$ cat src/rtl/hazard_pkg.sv
// Shared opcode/funct constants, stall cause codes and instruction-class
// decode helpers for the hazard controller.
package hazard_pkg;

  localparam logic [5:0] OP_RTYPE  = 6'h00;
  localparam logic [5:0] OP_REGIMM = 6'h01;
  localparam logic [5:0] OP_J      = 6'h02;
  localparam logic [5:0] OP_JAL    = 6'h03;
  localparam logic [5:0] OP_BEQ    = 6'h04;
  localparam logic [5:0] OP_BNE    = 6'h05;
  localparam logic [5:0] OP_BLEZ   = 6'h06;
  localparam logic [5:0] OP_BGTZ   = 6'h07;
  localparam logic [5:0] OP_LUI    = 6'h0F;
  localparam logic [5:0] OP_SW     = 6'h2B;

  localparam logic [5:0] FN_MFHI  = 6'h10;
  localparam logic [5:0] FN_MTHI  = 6'h11;
  localparam logic [5:0] FN_MFLO  = 6'h12;
  localparam logic [5:0] FN_MTLO  = 6'h13;
  localparam logic [5:0] FN_MULT  = 6'h18;
  localparam logic [5:0] FN_MULTU = 6'h19;
  localparam logic [5:0] FN_DIV   = 6'h1A;
  localparam logic [5:0] FN_DIVU  = 6'h1B;

  typedef enum logic [2:0] {
    CAUSE_NONE   = 3'd0,
    CAUSE_MEM    = 3'd1,
    CAUSE_LOAD   = 3'd2,
    CAUSE_BRANCH = 3'd3,
    CAUSE_MD     = 3'd4
  } cause_e;

  function automatic logic usesRs(input logic [5:0] op);
    usesRs = !(op == OP_J || op == OP_JAL || op == OP_LUI);
  endfunction

  function automatic logic usesRt(input logic [5:0] op);
    usesRt = (op == OP_RTYPE) || (op == OP_BEQ) || (op == OP_BNE) || (op == OP_SW);
  endfunction

  function automatic logic isBranch(input logic [5:0] op);
    isBranch = (op == OP_REGIMM) || (op == OP_BEQ) || (op == OP_BNE) ||
               (op == OP_BLEZ) || (op == OP_BGTZ);
  endfunction

  // HI/LO readers/writers and mult/div ops all contend with an in-flight mult/div.
  function automatic logic isMdConsumer(input logic [5:0] op, input logic [5:0] fn);
    isMdConsumer = (op == OP_RTYPE) &&
                   (fn == FN_MFHI || fn == FN_MTHI || fn == FN_MFLO || fn == FN_MTLO ||
                    fn == FN_MULT || fn == FN_MULTU || fn == FN_DIV || fn == FN_DIVU);
  endfunction

endpackage

$ cat src/rtl/hazard_ctrl_if.sv
// Pipeline-to-hazard-controller bundle: stage fields in, PC/pipeline-register
// control pins and stall statistics out.
interface hazard_ctrl_if #(
  parameter int REG_AW = 5,
  parameter int CNT_W  = 32
);
  logic [5:0]        Opcode_IFID;
  logic [5:0]        Funct_IFID;
  logic [REG_AW-1:0] RsAddr_IFID;
  logic [REG_AW-1:0] RtAddr_IFID;
  logic              BranchTaken_ID;
  logic              MemRd_IDEX;
  logic              RegWr_IDEX;
  logic [REG_AW-1:0] WrAddr_IDEX;
  logic              MdOp_IDEX;
  logic              MemRd_EXMEM;
  logic [REG_AW-1:0] WrAddr_EXMEM;
  logic              DMemBusy;

  logic              PCWre;
  logic              IFID_Stall;
  logic              IFID_Flush;
  logic              IDEX_Stall;
  logic              IDEX_Flush;
  logic              EXMEM_Stall;
  logic              MEMWB_Flush;
  logic              MdBusy;
  logic [CNT_W-1:0]  StallCycles;
  logic [2:0]        LastCause;

  modport master (
    output Opcode_IFID, Funct_IFID, RsAddr_IFID, RtAddr_IFID, BranchTaken_ID,
           MemRd_IDEX, RegWr_IDEX, WrAddr_IDEX, MdOp_IDEX,
           MemRd_EXMEM, WrAddr_EXMEM, DMemBusy,
    input  PCWre, IFID_Stall, IFID_Flush, IDEX_Stall, IDEX_Flush,
           EXMEM_Stall, MEMWB_Flush, MdBusy, StallCycles, LastCause
  );

  modport slave (
    input  Opcode_IFID, Funct_IFID, RsAddr_IFID, RtAddr_IFID, BranchTaken_ID,
           MemRd_IDEX, RegWr_IDEX, WrAddr_IDEX, MdOp_IDEX,
           MemRd_EXMEM, WrAddr_EXMEM, DMemBusy,
    output PCWre, IFID_Stall, IFID_Flush, IDEX_Stall, IDEX_Flush,
           EXMEM_Stall, MEMWB_Flush, MdBusy, StallCycles, LastCause
  );
endinterface

$ cat src/rtl/md_busy_cnt.sv
// Mult/div occupancy counter: loads MD_LAT-1 when an op is accepted into EX,
// then counts down to zero.
module md_busy_cnt #(
  parameter int MD_LAT = 4
) (
  input  logic CLK,
  input  logic Reset,
  input  logic load,
  output logic busy
);
  localparam int CW = (MD_LAT > 1) ? $clog2(MD_LAT) : 1;
  localparam logic [CW-1:0] LOAD_VAL = CW'(MD_LAT - 1);

  logic [CW-1:0] mdCnt;

  always_ff @(posedge CLK) begin
    if (Reset) begin
      mdCnt <= '0;
    end else if (load) begin
      mdCnt <= LOAD_VAL;
    end else if (mdCnt != '0) begin
      mdCnt <= mdCnt - CW'(1);
    end
  end

  assign busy = (mdCnt != '0);
endmodule

$ cat src/rtl/hazard_ctrl.sv
// Hazard and stall controller for the 5-stage MIPS pipeline with branches
// resolved in ID; also freezes on data-memory wait and mult/div occupancy.
module hazard_ctrl #(
  parameter int REG_AW = 5,
  parameter int MD_LAT = 4,
  parameter int CNT_W  = 32
) (
  input logic         CLK,
  input logic         Reset,
  hazard_ctrl_if.slave bus
);
  import hazard_pkg::*;

  // A source only conflicts if the instruction reads it and it is not $0.
  function automatic logic srcMatch(input logic [5:0]        op,
                                    input logic [REG_AW-1:0] rs,
                                    input logic [REG_AW-1:0] rt,
                                    input logic [REG_AW-1:0] addr);
    srcMatch = (usesRs(op) && (rs != '0) && (rs == addr)) ||
               (usesRt(op) && (rt != '0) && (rt == addr));
  endfunction

  function automatic logic [CNT_W-1:0] satInc(input logic [CNT_W-1:0] v);
    satInc = (&v) ? v : v + CNT_W'(1);
  endfunction

  logic   mdBusyRaw;
  logic   mdLoad;
  logic   matchEx;
  logic   matchMem;
  logic   loadHaz;
  logic   branchHaz;
  logic   mdHaz;
  cause_e cause;

  logic pcWre;
  logic ifidStall;
  logic ifidFlush;
  logic idexStall;
  logic idexFlush;
  logic exmemStall;
  logic memwbFlush;

  logic [CNT_W-1:0] stallCnt;
  cause_e           lastCause;

  assign matchEx  = srcMatch(bus.Opcode_IFID, bus.RsAddr_IFID, bus.RtAddr_IFID, bus.WrAddr_IDEX);
  assign matchMem = srcMatch(bus.Opcode_IFID, bus.RsAddr_IFID, bus.RtAddr_IFID, bus.WrAddr_EXMEM);

  assign loadHaz   = bus.MemRd_IDEX && matchEx;
  // ALU results can be forwarded to ID from EX/MEM, but a load in MEM cannot.
  assign branchHaz = isBranch(bus.Opcode_IFID) &&
                     ((bus.RegWr_IDEX && !bus.MemRd_IDEX && matchEx) ||
                      (bus.MemRd_EXMEM && matchMem));
  assign mdHaz     = isMdConsumer(bus.Opcode_IFID, bus.Funct_IFID) &&
                     (bus.MdOp_IDEX || mdBusyRaw);

  always_comb begin
    pcWre      = 1'b1;
    ifidStall  = 1'b0;
    ifidFlush  = 1'b0;
    idexStall  = 1'b0;
    idexFlush  = 1'b0;
    exmemStall = 1'b0;
    memwbFlush = 1'b0;
    cause      = CAUSE_NONE;
    if (Reset) begin
      cause = CAUSE_NONE;
    end else if (bus.DMemBusy) begin
      cause      = CAUSE_MEM;
      pcWre      = 1'b0;
      ifidStall  = 1'b1;
      idexStall  = 1'b1;
      exmemStall = 1'b1;
      memwbFlush = 1'b1;
    end else if (loadHaz || branchHaz || mdHaz) begin
      cause     = loadHaz ? CAUSE_LOAD : (branchHaz ? CAUSE_BRANCH : CAUSE_MD);
      pcWre     = 1'b0;
      ifidStall = 1'b1;
      idexFlush = 1'b1;
    end else begin
      ifidFlush = bus.BranchTaken_ID;
    end
  end

  // A mult/div held in EX by a memory freeze has not started yet.
  assign mdLoad = bus.MdOp_IDEX && !exmemStall;

  md_busy_cnt #(.MD_LAT(MD_LAT)) uMdBusyCnt (
    .CLK   (CLK),
    .Reset (Reset),
    .load  (mdLoad),
    .busy  (mdBusyRaw)
  );

  always_ff @(posedge CLK) begin
    if (Reset) begin
      stallCnt  <= '0;
      lastCause <= CAUSE_NONE;
    end else if (!pcWre) begin
      stallCnt  <= satInc(stallCnt);
      lastCause <= cause;
    end
  end

  assign bus.PCWre       = pcWre;
  assign bus.IFID_Stall  = ifidStall;
  assign bus.IFID_Flush  = ifidFlush;
  assign bus.IDEX_Stall  = idexStall;
  assign bus.IDEX_Flush  = idexFlush;
  assign bus.EXMEM_Stall = exmemStall;
  assign bus.MEMWB_Flush = memwbFlush;
  assign bus.MdBusy      = mdBusyRaw && !Reset;
  assign bus.StallCycles = stallCnt;
  assign bus.LastCause   = lastCause;
endmodule

$ cat src/flat_wrapper.sv
// flat-port wrapper written by rule: the top's interface ports become plain ports
module hazard_ctrl_flat import hazard_pkg::*;
#(
  parameter int REG_AW = 5,
  parameter int MD_LAT = 4,
  parameter int CNT_W  = 32
)
  (CLK, Reset, bus_Opcode_IFID, bus_Funct_IFID, bus_RsAddr_IFID, bus_RtAddr_IFID, bus_BranchTaken_ID, bus_MemRd_IDEX, bus_RegWr_IDEX, bus_WrAddr_IDEX, bus_MdOp_IDEX, bus_MemRd_EXMEM, bus_WrAddr_EXMEM, bus_DMemBusy, bus_PCWre, bus_IFID_Stall, bus_IFID_Flush, bus_IDEX_Stall, bus_IDEX_Flush, bus_EXMEM_Stall, bus_MEMWB_Flush, bus_MdBusy, bus_StallCycles, bus_LastCause);
  hazard_ctrl_if #(.REG_AW(REG_AW), .CNT_W(CNT_W)) bus_i ();
  input logic CLK;
  input logic Reset;
  input wire logic [$bits(bus_i.Opcode_IFID)-1:0] bus_Opcode_IFID;
  input wire logic [$bits(bus_i.Funct_IFID)-1:0] bus_Funct_IFID;
  input wire logic [$bits(bus_i.RsAddr_IFID)-1:0] bus_RsAddr_IFID;
  input wire logic [$bits(bus_i.RtAddr_IFID)-1:0] bus_RtAddr_IFID;
  input wire logic [$bits(bus_i.BranchTaken_ID)-1:0] bus_BranchTaken_ID;
  input wire logic [$bits(bus_i.MemRd_IDEX)-1:0] bus_MemRd_IDEX;
  input wire logic [$bits(bus_i.RegWr_IDEX)-1:0] bus_RegWr_IDEX;
  input wire logic [$bits(bus_i.WrAddr_IDEX)-1:0] bus_WrAddr_IDEX;
  input wire logic [$bits(bus_i.MdOp_IDEX)-1:0] bus_MdOp_IDEX;
  input wire logic [$bits(bus_i.MemRd_EXMEM)-1:0] bus_MemRd_EXMEM;
  input wire logic [$bits(bus_i.WrAddr_EXMEM)-1:0] bus_WrAddr_EXMEM;
  input wire logic [$bits(bus_i.DMemBusy)-1:0] bus_DMemBusy;
  output wire logic [$bits(bus_i.PCWre)-1:0] bus_PCWre;
  output wire logic [$bits(bus_i.IFID_Stall)-1:0] bus_IFID_Stall;
  output wire logic [$bits(bus_i.IFID_Flush)-1:0] bus_IFID_Flush;
  output wire logic [$bits(bus_i.IDEX_Stall)-1:0] bus_IDEX_Stall;
  output wire logic [$bits(bus_i.IDEX_Flush)-1:0] bus_IDEX_Flush;
  output wire logic [$bits(bus_i.EXMEM_Stall)-1:0] bus_EXMEM_Stall;
  output wire logic [$bits(bus_i.MEMWB_Flush)-1:0] bus_MEMWB_Flush;
  output wire logic [$bits(bus_i.MdBusy)-1:0] bus_MdBusy;
  output wire logic [$bits(bus_i.StallCycles)-1:0] bus_StallCycles;
  output wire logic [$bits(bus_i.LastCause)-1:0] bus_LastCause;
  assign bus_i.Opcode_IFID = bus_Opcode_IFID;
  assign bus_i.Funct_IFID = bus_Funct_IFID;
  assign bus_i.RsAddr_IFID = bus_RsAddr_IFID;
  assign bus_i.RtAddr_IFID = bus_RtAddr_IFID;
  assign bus_i.BranchTaken_ID = bus_BranchTaken_ID;
  assign bus_i.MemRd_IDEX = bus_MemRd_IDEX;
  assign bus_i.RegWr_IDEX = bus_RegWr_IDEX;
  assign bus_i.WrAddr_IDEX = bus_WrAddr_IDEX;
  assign bus_i.MdOp_IDEX = bus_MdOp_IDEX;
  assign bus_i.MemRd_EXMEM = bus_MemRd_EXMEM;
  assign bus_i.WrAddr_EXMEM = bus_WrAddr_EXMEM;
  assign bus_i.DMemBusy = bus_DMemBusy;
  assign bus_PCWre = bus_i.PCWre;
  assign bus_IFID_Stall = bus_i.IFID_Stall;
  assign bus_IFID_Flush = bus_i.IFID_Flush;
  assign bus_IDEX_Stall = bus_i.IDEX_Stall;
  assign bus_IDEX_Flush = bus_i.IDEX_Flush;
  assign bus_EXMEM_Stall = bus_i.EXMEM_Stall;
  assign bus_MEMWB_Flush = bus_i.MEMWB_Flush;
  assign bus_MdBusy = bus_i.MdBusy;
  assign bus_StallCycles = bus_i.StallCycles;
  assign bus_LastCause = bus_i.LastCause;
  hazard_ctrl #(.REG_AW(REG_AW), .MD_LAT(MD_LAT), .CNT_W(CNT_W)) u_core (.CLK(CLK), .Reset(Reset), .bus(bus_i));
endmodule
$ cat config.mk
export PLATFORM = sky130hd
export DESIGN_NAME = hazard_ctrl_flat
export DESIGN_NICKNAME = d
export VERILOG_FILES = /design/src/rtl/hazard_pkg.sv /design/src/rtl/hazard_ctrl_if.sv /design/src/rtl/md_busy_cnt.sv /design/src/rtl/hazard_ctrl.sv /design/src/flat_wrapper.sv
export SDC_FILE = /design/constraint.sdc
export NUM_CORES = 1
export LEC_CHECK = 0
export BUFFER_PORTS_ARGS = -buffer_cell sky130_fd_sc_hd__buf_4
export CORE_MARGIN = 2
export CORE_UTILIZATION = 45
export CTS_CLUSTER_DIAMETER = 200
export DETAILED_ROUTE_END_ITERATION = 12
export GPL_TIMING_DRIVEN = 0
export HOLD_SLACK_MARGIN = 0.06
export PLACE_DENSITY = 0.72
export SLEW_MARGIN = 10
export SYNTH_ARGS = -nofsm -noshare
export SYNTH_HDL_FRONTEND = slang
export SYNTH_SLANG_ARGS = --single-unit
$ cat constraint.sdc
create_clock -name CLK -period 6.1 [get_ports CLK]
set_input_delay 0.61 -clock CLK [delete_from_list [all_inputs] [get_ports CLK]]
set_output_delay 0.61 -clock CLK [all_outputs]
set_load 0.01 [all_outputs]
==> flow_summary.json, run 1 <==
{
  "port_buffers": 78,
  "ioPinCount": 83,
  "die_x_um": 78.9,
  "tns_ns": 0,
  "dr.pass1.iters": 4,
  "cp_slowest_cell": "nor4bb_1",
  "status": "complete, no violations",
  "cts.htree.levels": 2,
  "r2r-start": "u_core.bus.StallCycles[0]",
  "slew_viol_final": 0,
  "cts.clk_slew.worst_paths_ns": 0.07,
  "mostFrequentLayoutCell": "buf_4",
  "grtUsageMet3_pct": 4.89,
  "syn_to_final_growth_pct": 31.4,
  "routed_via_density": 5.54,
  "crit_chain": "buf_4, and3_1, o211ai_1, nor4bb_1, o21ai_1, o211a_2, buf_4, nor2_1, inv_1, buf_4",
  "syn_avg_cell_area_um2": 8.16,
  "coreArea_mm2": 0.00547,
  "cts_resized": 0,
  "synth_cells": 309,
  "dp.final_hpwl_um": 5270,
  "num-nets-final": 436,
  "synth_top_area_share_pct": 29.4,
  "die_y_um": 78.9,
  "maxCapViolCount": 0,
  "critPathMaxStageDelay_ns": 0.42,
  "dpl_worst_slack_ns": 3.00,
  "finalPower_uw": 584,
  "synthesis.nets": 351,
  "first_global_vias": 2482,
  "grt_busiest_layer": "met2",
  "critPathCaptureType": "primary output",
  "path_common_cell": "buf_4",
  "power_density_mw_per_mm2": 176,
  "critPathArrivalTime_ns": 2.52,
  "ir_drop_mv": 0.146,
  "initial_utilization_pct": 46.1,
  "clk_path_buf_depth": 2,
  "synthArstFlopShare_pct": 0,
  "dp.cells": 459,
  "gp_congestion": 0.781,
  "reg2reg_depth": 8,
  "timing.fmax_mhz": 320,
  "clock_skew_ns": 0.00396,
  "cts_tree": "yes",
  "path_class": "input port to primary output",
  "clock_latency_ns": 0.29,
  "ctsHoldBuffers": 0,
  "wl_um": 6920,
  "setup_ws_ns": 2.97,
  "vias": 2586,
  "fin_crit_ns": 3.13,
  "gr-total-overflow": 0,
  "antenna_found_initial": 0,
  "synth_edf_count": 0,
  "cp_num_buf_inv": 4,
  "slew_headroom_pct": 61.8,
  "p_leak_nw": 1.48,
  "cp-startpoint": "bus_Opcode_IFID[0]",
  "wl_per_cell_um": 14.8,
  "min_path_type": "flop to flop",
  "cp-start-kind": "input port",
  "worstHoldPathCells": 2,
  "critPathTopFamily": "simple AND/OR/NAND/NOR gates",
  "ant_nets": 0,
  "final_hold_viol_count": 0,
  "grt_use_total_pct": 22.7,
  "final_cells": 467,
  "cts_buffers": 5,
  "die_area_mm2": 0.00622,
  "worstHoldStart": "u_core.bus.LastCause[1]",
  "synth_top_cell_by_area": "dfxtp_1",
  "netlist_area_mm2": 0.00252,
  "row_count": 27,
  "synth-main-ff-cell": "dfxtp_1",
  "cts_setup_buffers": 0,
  "cts-root-buf": "clkbuf_8",
  "fin_crit_sh_pct": 51.3,
  "use_met1_pct": 27.6,
  "drc_errors": 0,
  "hold_slack_ns": 0.483,
  "rsz0062_at_grt": "no",
  "yosysWarnings": 0,
  "num_antenna_cells": 0,
  "tightest_slew_ns": 0.574,
  "ys_seq_area_share_pct": 29.4,
  "drtIter0Drc": 81,
  "ys_ff_latch": 37,
  "cp_num_cells": 10,
  "synth_cell_types": 52,
  "grt_max_degree": 12,
  "setup_viol": 0,
  "grtUsageMet2_pct": 40.4,
  "synth.area.top_cells": "dfxtp_1, nor2_1, mux2_1, nor2b_1, nand4_1",
  "post_route_cells_drive_above_1_share_pct": 27.8,
  "layout_common_cells": "buf_4, nor2_1, dfxtp_1, nor2b_1, nand4_1",
  "grt_pass1_wl_um": 11600,
  "cts_sinks": 37,
  "worstPathRequired_ns": 5.49,
  "worst-path-max-fanout": 10
}
==> per-layer routing <==
layer	up-vias	part of all wire (%)
met5	-	0
met4	0	1.4
met3	10	8.2
met2	93	47
met1	1209	43
li1	1274	-
==> path summary, 6_finish.rpt <==
kind,to,slack [ns]
min,u_core.bus.LastCause[1],0.48
max,bus_PCWre,2.97
min reg2reg,u_core.bus.LastCause[1],0.48
max reg2reg,u_core.bus.StallCycles[13],3.39
==> logic make-up (layout without fill, tap and decap cells) <==
family	count (synthesis)	in the layout	share of synthesized area, %
adder cells (fa/ha/maj)	2	2	0.992
multiplexers	24	24	10.7
AO/OA/AOI/OAI	36	36	9.77
buffers and inverters	23	109	3.97
AND/OR/NAND/NOR	166	166	37.9
flip-flops	37	37	29.4
XOR/XNOR	21	21	7.29
==> area by class of cell <==
| class | instances | area [um^2] |
|---|---|---|
| Tap cell | 72 | 90.1 |
| Sequential cell | 37 | 741 |
| Multi-Input combinational cell | 249 | 1680 |
| Buffer | 15 | 70.1 |
| Timing Repair Buffer | 78 | 586 |
| Fill cell | 520 | 2160 |
| Clock buffer | 7 | 86.3 |
| Clock inverter | 1 | 30.0 |
| Inverter | 8 | 30.0 |
==> cell usage after synthesis (2+ instances only) <==
| cell type | n |
|---|---|
| nor2_1 | 47 |
| dfxtp_1 | 37 |
| nor2b_1 | 24 |
| nand4_1 | 20 |
| nand3_1 | 16 |
| mux2_1 | 15 |
| xnor2_1 | 13 |
| a21oi_1 | 12 |
| nand2_1 | 11 |
| and3_1 | 9 |
| clkbuf_1 | 9 |
| inv_1 | 8 |
| mux2_2 | 8 |
| nor3_1 | 8 |
| xor2_1 | 8 |
| nand2b_1 | 5 |
| o21ai_0 | 5 |
| and2_1 | 4 |
| and4_1 | 4 |
| o21ai_1 | 4 |
| buf_4 | 3 |
| a41o_1 | 2 |
| buf_2 | 2 |
| ha_1 | 2 |
| nand4b_1 | 2 |
| nor3b_1 | 2 |
| nor4_4 | 2 |
| or2_2 | 2 |
| or3_1 | 2 |
==> worst reg2reg max path: stages (launching register included) <==
cell      delay [ns]
dfxtp_1         0.44
ha_1            0.23
and4_1          0.34
nand3_1         0.20
nor4_4          0.44
nand2b_1        0.14
clkbuf_1        0.27
nand4_1         0.20
mux2_2          0.34
==> per-stage QoR <==
step	cell area, um^2	utilization (%)
final	3310	60.6
after floorplan	2520	-
after detailed placement	3200	58.4
after CTS	3310	60.6
after global routing	3310	60.6
after global placement	3200	58.4
==> state kept, by name, indices dropped and copies added, names as in the netlist <==
name                     flops
u_core.bus.LastCause         3
u_core.uMdBusyCnt.mdCnt      2
u_core.bus.StallCycles      32
==> power breakdown <==
group          switching, mW  leakage (nW)  total, mW  internal (mW)
Sequential           0.00464         0.299      0.252          0.248
Clock                 0.0902        0.0585      0.224          0.133
Combinational         0.0540          1.12      0.108         0.0540
(Power assumes the default switching activity.)
==> run 2: changes to the inputs <==
PLACE_DENSITY = 0.75   (was 0.72)
clock period = 2.6 ns   (was 6.1 ns; I/O delays follow)
==> flow_summary.json, run 2 (same netlist as run 1, synthesis figures left out) <==
{
  "cts.htree.levels": 2,
  "gr-total-overflow": 0,
  "setup_ws_ns": 0.136,
  "die_x_um": 78.9,
  "cts_buffers": 5,
  "final_hold_viol_count": 0,
  "routed_via_density": 5.57,
  "coreArea_mm2": 0.00547,
  "status": "complete, no violations",
  "worst-path-max-fanout": 10,
  "num-nets-final": 437,
  "post_route_cells_drive_above_1_share_pct": 29.3,
  "drtIter0Drc": 106,
  "dpl_worst_slack_ns": -0.0830,
  "cts_tree": "yes",
  "largest_reg_flops": 32,
  "drc_errors": 0,
  "cts_sinks": 37,
  "critPathMaxStageDelay_ns": 0.33,
  "syn_to_final_growth_pct": 31.3,
  "rsz0062_at_grt": "no",
  "cts-root-buf": "clkbuf_8",
  "p_leak_nw": 1.49,
  "critPathCaptureType": "primary output",
  "fin_crit_sh_pct": 94.8,
  "path_class": "flop to primary output",
  "clock_latency_ns": 0.30,
  "die_y_um": 78.9,
  "critPathArrivalTime_ns": 2.20,
  "crit_chain": "inv_1, ha_1, nand2b_1, and4_1, nor2_1, o211a_2, buf_4, nor2_1, inv_1, buf_4",
  "timing.fmax_mhz": 406,
  "gp_congestion": 0.806,
  "cp-start-kind": "flop",
  "hold_slack_ns": 0.257,
  "ant_nets": 0,
  "first_global_vias": 2439,
  "worstPathRequired_ns": 2.34,
  "row_count": 27,
  "slew_headroom_pct": 62.2,
  "tns_ns": 0,
  "setup_viol": 0,
  "cts.clk_slew.worst_paths_ns": 0.07,
  "vias": 2606,
  "finalPower_mw": 1.30,
  "cp_slowest_cell": "o211a_2",
  "fill_cells": 504,
  "power_density_mw_per_mm2": 392,
  "grt_use_total_pct": 22.3,
  "clk_path_buf_depth": 2,
  "clock_skew_ns": 0.00281,
  "antenna_found_initial": 0,
  "ir_drop_mv": 0.271,
  "num_antenna_cells": 0,
  "layout_common_cells": "buf_4, nor2_1, dfxtp_1, nor2b_1, nand4_1",
  "grt_pass1_wl_um": 11200,
  "wl_per_cell_um": 14.8,
  "grt_max_degree": 12,
  "mostFrequentLayoutCell": "buf_4",
  "die_area_mm2": 0.00622,
  "maxCapViolCount": 0,
  "initial_utilization_pct": 46.1,
  "port_buffers": 78,
  "dp.final_hpwl_um": 5190,
  "wl_um": 6910,
  "slew_viol_final": 0,
  "ioPinCount": 83,
  "tightest_slew_ns": 0.568,
  "min_path_type": "input port to flop",
  "dr.pass1.iters": 4,
  "fin_crit_ns": 2.46
}
## run 2: cell count changes in the layout (fill, tap and decap cells not counted), sizes merged
cell,change
buf,+1
bufinv,-1
clkinv,+1
## run 2: layout make-up
type | instances | area [um^2] | share of cell area, %
Buffer | 15 | 71.3 | 2.15
Clock buffer | 7 | 96.3 | 2.91
Clock inverter | 1 | 5.00 | 0.151
Inverter | 8 | 30.0 | 0.907
Multi-Input combinational cell | 249 | 1680 | 50.8
Sequential cell | 37 | 743 | 22.4
Tap cell | 72 | 90.1 | 2.72
Timing Repair Buffer | 79 | 593 | 17.9
## run 2: final timing paths
check	cells past startpoint	from	slack, ns	end
setup reg to reg	8	u_core.bus.StallCycles[0]	0.20	u_core.bus.StallCycles[16]
hold reg to reg	2	u_core.bus.LastCause[1]	0.48	u_core.bus.LastCause[1]
setup / recovery	10	u_core.uMdBusyCnt.mdCnt[0]	0.14	bus_PCWre
hold / removal	3	bus_MdOp_IDEX	0.26	u_core.uMdBusyCnt.mdCnt[1]
## run 2: worst max-delay path: cells and delay by family, from the launching register on
kind                       cells  cell delay [ns]
AOI/OAI and AO/OA              1             0.33
adders and majority gates      1             0.22
buffers and inverters          4             0.48
DFF                            1             0.32
and+or+nand+nor                4             0.56
## run 2: metrics by stage
step                instance area [um^2]  instances  util, %
floorplan                           2520        309        -
global route                        3310        468     60.5
global placement                    3200        459     58.4
CTS                                 3300        467     60.3
finish                              3310        468     60.5
detailed placement                  3200        459     58.4
## run 2: timing repair
action                     4_1_cts  5_1_grt
hold endpoints to repair         0        0
resized for setup                0        5
hold buffers                     0        0
pin swaps                        1        1
setup buffers                    0        1
setup endpoints to repair       12       20
## run 2: routing by layer
layer  GRT usage (%)  vias up  wire (um)
met5               0        -          0
met4            6.72        0         94
met3            5.00        8        545
met2            38.8       90       3260
met1            27.4     1231       3010
li1                -     1277          -
## run 2: power by group
| part | internal, mW | switching [mW] | leakage [nW] |
|---|---|---|---|
| sequential | 0.582 | 0.0103 | 0.300 |
| combinational | 0.127 | 0.128 | 1.13 |
| clock | 0.240 | 0.212 | 0.0542 |
